===== src/rtl/dccm_arbiter.sv =====
// dccm_arbiter: single-port DCCM arbitration between the LSU and a DMA master.
// The LSU wins by default. A DMA request refused STARVE_MAX cycles in a row
// is forced through, and the LSU is stalled for that cycle.
module dccm_arbiter #(
    parameter int unsigned STARVE_MAX = 8,
    parameter int unsigned AW         = 32
) (
    input  logic          clk,
    input  logic          rst_n,
    // LSU side
    input  logic          lsu_load_valid_i,
    input  logic          lsu_store_valid_i,
    input  logic [AW-1:0] lsu_addr_i,
    input  logic [31:0]   lsu_wdata_i,
    output logic          lsu_stall_o,
    output logic [31:0]   lsu_rd_data_o,
    // DMA side
    input  logic          dma_req_valid_i,
    output logic          dma_req_ready_o,
    input  logic          dma_we_i,
    input  logic [AW-1:0] dma_addr_i,
    input  logic [31:0]   dma_wdata_i,
    output logic          dma_rsp_valid_o,
    output logic [31:0]   dma_rsp_data_o,
    // DCCM port
    output logic          dccm_wr_en_o,
    output logic          dccm_rd_en_o,
    output logic [AW-1:0] dccm_wr_addr_o,
    output logic [AW-1:0] dccm_rd_addr_o,
    output logic [31:0]   dccm_wr_data_o,
    input  logic [31:0]   dccm_rd_data_i
);

    localparam int unsigned CW = $clog2(STARVE_MAX + 1);

    typedef enum logic [1:0] {
        OWN_NONE = 2'd0,
        OWN_LSU  = 2'd1,
        OWN_DMA  = 2'd2
    } owner_t;

    owner_t          rd_owner;
    owner_t          rd_owner_nxt;
    logic [CW-1:0]   starve_cnt;
    logic [CW-1:0]   starve_cnt_nxt;

    logic            lsu_req;
    logic            starved;
    logic            dma_grant;
    logic            lsu_grant;
    logic [AW-1:0]   dma_addr_aligned;

    assign lsu_req          = lsu_load_valid_i | lsu_store_valid_i;
    assign starved          = (starve_cnt == CW'(STARVE_MAX));
    assign dma_addr_aligned = {dma_addr_i[AW-1:2], 2'b00};

    // Grant decision; everything is held off while reset is asserted
    always_comb begin
        dma_grant = 1'b0;
        lsu_grant = 1'b0;
        if (rst_n) begin
            dma_grant = dma_req_valid_i & (~lsu_req | starved);
            lsu_grant = lsu_req & ~dma_grant;
        end
    end

    assign dma_req_ready_o = dma_grant;
    assign lsu_stall_o     = dma_grant & lsu_req;

    // DCCM port drive; idle address/data fields are forced to zero
    always_comb begin
        dccm_wr_en_o   = 1'b0;
        dccm_rd_en_o   = 1'b0;
        dccm_wr_addr_o = '0;
        dccm_rd_addr_o = '0;
        dccm_wr_data_o = '0;
        if (dma_grant) begin
            if (dma_we_i) begin
                dccm_wr_en_o   = 1'b1;
                dccm_wr_addr_o = dma_addr_aligned;
                dccm_wr_data_o = dma_wdata_i;
            end else begin
                dccm_rd_en_o   = 1'b1;
                dccm_rd_addr_o = dma_addr_aligned;
            end
        end else if (lsu_grant) begin
            // A store wins over a simultaneous load
            if (lsu_store_valid_i) begin
                dccm_wr_en_o   = 1'b1;
                dccm_wr_addr_o = lsu_addr_i;
                dccm_wr_data_o = lsu_wdata_i;
            end else begin
                dccm_rd_en_o   = 1'b1;
                dccm_rd_addr_o = lsu_addr_i;
            end
        end
    end

    // Next-state: read-data owner and DMA starvation counter
    always_comb begin
        rd_owner_nxt   = OWN_NONE;
        starve_cnt_nxt = '0;
        if (dma_grant && !dma_we_i) begin
            rd_owner_nxt = OWN_DMA;
        end else if (lsu_grant && !lsu_store_valid_i) begin
            rd_owner_nxt = OWN_LSU;
        end
        if (dma_req_valid_i && !dma_grant) begin
            starve_cnt_nxt = starved ? starve_cnt : starve_cnt + CW'(1);
        end
    end

    // State register; reset drops any read in flight
    always_ff @(posedge clk or negedge rst_n) begin
        if (!rst_n) begin
            rd_owner   <= OWN_NONE;
            starve_cnt <= '0;
        end else begin
            rd_owner   <= rd_owner_nxt;
            starve_cnt <= starve_cnt_nxt;
        end
    end

    // Read-data steering from the registered owner
    always_comb begin
        dma_rsp_valid_o = (rd_owner == OWN_DMA);
        dma_rsp_data_o  = (rd_owner == OWN_DMA) ? dccm_rd_data_i : 32'h0;
        lsu_rd_data_o   = (rd_owner == OWN_LSU) ? dccm_rd_data_i : 32'h0;
    end

endmodule


===== config.mk =====
export PLATFORM = sky130hd
export DESIGN_NAME = dccm_arbiter
export DESIGN_NICKNAME = d
export VERILOG_FILES = /design/src/rtl/dccm_arbiter.sv
export SDC_FILE = /design/constraint.sdc
export NUM_CORES = 1
export LEC_CHECK = 0
export BUFFER_PORTS_ARGS = -buffer_cell sky130_fd_sc_hd__buf_4
export CAP_MARGIN = 5
export CORE_AREA = 2 2 128 130
export CTS_BUF_LIST = sky130_fd_sc_hd__clkbuf_2 sky130_fd_sc_hd__clkbuf_4 sky130_fd_sc_hd__clkbuf_8
export DETAILED_ROUTE_END_ITERATION = 8
export DIE_AREA = 0 0 130 132
export GPL_TIMING_DRIVEN = 0
export PLACE_DENSITY = 0.47
export SLEW_MARGIN = 10
export SYNTH_ARGS = -nofsm -noshare
export SYNTH_HDL_FRONTEND = slang
export SYNTH_SLANG_ARGS = --single-unit

===== constraint.sdc =====
create_clock -name clk -period 4.8 [get_ports clk]
set_clock_uncertainty 0.05 [all_clocks]
set_input_delay 0.48 -clock clk [delete_from_list [all_inputs] [get_ports clk]]
set_output_delay 0.48 -clock clk [all_outputs]
set_load 0.005 [all_outputs]

==> flow_metrics.py <==
metrics = {
    "power_and_ir_drop": {
        "p_total_uw": 465,
        "ir_worst_vdd_mv": 0.0512,
        "leakage_uw": 0.00329,
        "powerDensity_nw_per_um2": 85.2,
    },
    "setup_path": {
        "max_stage_delay_ns": 0.39,
        "worst-path-stages": 8,
        "required_ns": 4.27,
        "crit_slowest_cell": "dfrtp_1",
        "path_max_fanout": 10,
        "cp-end-kind": "primary output",
        "critical_path.top_delay_family": "buffers and inverters",
        "reg2reg_depth": 7,
        "crit_buf_inv": 4,
        "path_cells": "inv_1, ha_1, and3b_1, o21ai_2, buf_6, buf_8, mux2i_1, buf_4",
        "critPathLaunchType": "flip-flop",
        "path_class": "flip-flop to primary output",
        "cp.arrival_ns": 2.14,
    },
    "logic_synthesis": {
        "synthCells": 423,
        "ys_warn_count": 0,
        "synth-seq-area-share": 0.0560,
        "synthTopCellsByArea": "mux2i_1 34%, nand2_1 26%, and2_1 16%",
        "synth.distinct_cells": 25,
        "ys_ff_latch": 6,
        "synth.largest_area_cell": "mux2i_1",
        "synth.cell_area_sq_um": 2680,
        "syn_avg_cell_area_sq_um": 6.33,
        "syn-num-nets": 591,
        "synth.top_cell.area_share": 0.344,
    },
    "global_route": {
        "grt_max_degree": 16,
        "grt_usage": 0.149,
        "grt_pass1_wl_mm": 20.6,
        "grt_pass1_vias": 4005,
        "antenna_found_initial": 0,
        "grt-ovfl-total": 0,
    },
    "route": {
        "vias": 4039,
        "drt_first_iter_violations": 152,
        "drcViolationCount": 0,
        "detail_route.wl_per_cell_um": 14.4,
        "drt.antenna.violating_nets": 0,
        "dr.pass1.iters": 4,
        "wl_mm": 14.0,
        "via_per_inst": 4.16,
    },
    "hold_path": {
        "min_path_type": "input port to async pin",
    },
    "clock_network": {
        "cts_made_buffers": 3,
        "path_clk_slew_ns": 0.04,
        "clk_latency_ns": 0.23,
        "ctsRootBufferMaster": "clkbuf_8",
        "clockBufferDepth": 2,
        "htree_levels": 1,
        "cts_resized": 0,
        "clock-sinks": 6,
        "cts_hold_buf": 0,
        "post_cts_buffers": 0,
        "cts_tree": "yes",
    },
    "floorplanning": {
        "fp.dieH_um": 132,
        "num_rows": 46,
        "start_util": 0.170,
        "core_area_sq_um": 15700,
        "dieArea_sq_um": 17200,
        "pin_count": 331,
        "die_w_um": 130,
    },
    "placed_design": {
        "hpwl_mm": 12.0,
        "port_buffers": 328,
        "dp_slack_ns": 2.24,
        "gp_congestion": 0.818,
    },
    "timing": {
        "rsz0062_at_grt": "no",
        "fmax_mhz": 375,
        "fin_crit_ns": 2.67,
        "tns_ns": 0,
        "hold_violations": 0,
        "fin_ws_ns": 2.13,
        "finalSetupViolCount": 0,
        "drv_slew": 0,
        "hold_slack_ns": 0.0348,
        "fin_crit_sh": 0.556,
        "max-slew-margin-rel": 0.646,
        "tightestPinTransition_ns": 0.531,
    },
    "final_layout": {
        "n_fill_cell": 1751,
        "multi_input_comb_area_sq_um": 2250,
        "num-nets-final": 924,
        "n_antenna_cell": 0,
        "area_growth_pct": 104,
        "drive_gt1_frac": 0.475,
        "seq_area_sq_um": 150,
    },
    "outcome": {
        "run_status": "complete, no violations",
    },
    "run": {
        "cap_violations": 0,
    },
}
[through the flow]
| stage | util | area (sq um) | instances |
|---|---|---|---|
| 2_1_floorplan | - | 2680 | 423 |
| 3_3_place_gp | 0.344 | 5410 | 967 |
| 3_5_place_dp | 0.344 | 5410 | 967 |
| 4_1_cts | 0.347 | 5450 | 970 |
| 5_1_grt | 0.347 | 5450 | 970 |
| 6_report | 0.347 | 5450 | 970 |
[path summary, 6_finish.rpt]
path / from / to / slack, ns
max: starve_cnt[0] / dccm_rd_addr_o[7] / 2.13
max reg2reg: starve_cnt[0] / rd_owner[0] / 3.06
max in group asynchronous: rst_n / starve_cnt[0] / 4.51
min: rst_n / starve_cnt[3] / 0.03
min reg2reg: starve_cnt[1] / starve_cnt[1] / 0.54
min in group clk: dma_we_i / rd_owner[1] / 0.39
[final cells by class]
| type | instances | share of cell area |
|---|---|---|
| well taps | 216 | 0.0496 |
| inverters | 3 | 0.00207 |
| multi-input cells | 376 | 0.413 |
| flip-flops and latches | 6 | 0.0275 |
| plain buffers | 38 | 0.0482 |
| repair buffers | 328 | 0.452 |
| clock buffers | 3 | 0.00757 |
[where the power goes]
group          internal (uW)  switching (uW)
clock                   53.9            22.5
sequential              53.3            2.29
combinational            195             138
[flip-flops by register name (all words and copies together), names as in the netlist]
name / count
rd_owner: 2
starve_cnt: 4
[routing by layer]
metal,vias to the layer above,global-route usage,routed length (um)
met5,-,0,0
met3,10,0.0337,1200
met2,186,0.298,7530
li1,2017,-,-
met4,0,0.0233,142
met1,1826,0.158,5120
[kinds of logic (layout without fill, tap and decap cells)]
logic type      Yosys count  count (layout)  share of synthesized area
compound gates            5               5                     0.0145
buf+inv                  41             372                      0.102
mux                      94              94                      0.352
xor+xnor                  2               2                    0.00654
flops                     6               6                     0.0560
simple gates            273             273                      0.459
fa+ha+maj                 2               2                    0.00934
[layout by cell type, fill, tap and decap left out, drive strengths merged]
cell,netlist,layout
o21ai,2,2
xnor2,1,1
inv,3,3
and2,67,67
xor2,1,1
buf,24,352
nor2,3,3
mux2,2,2
and3,5,5
a21o,1,1
mux2i,92,92
and3b,2,2
nand3b,1,1
nor2b,3,3
ha,2,2
clkbuf,14,17
o32ai,2,2
nand3,1,1
dfrtp,6,6
nand2,189,189
nor3,2,2
[synthesized netlist by cell type, drive strengths merged]
master and instances:
xnor2 1, nand3b 1, a21o 1, xor2 1
nand2 189, clkbuf 14, nor3 2, mux2 2
ha 2, dfrtp 6, nor2 3, mux2i 92
o32ai 2, buf 24, and3b 2, o21ai 2
inv 3, nand3 1, and2 67, nor2b 3
and3 5
[worst reg2reg max path: stages, from the launching register on]
cell and delay, ns:
dfrtp_1 0.39, inv_1 0.08, ha_1 0.21, and3b_1 0.21, o21ai_2 0.17, buf_6 0.22
buf_6 0.19, and2_1 0.15
(Power assumes the default switching activity.)
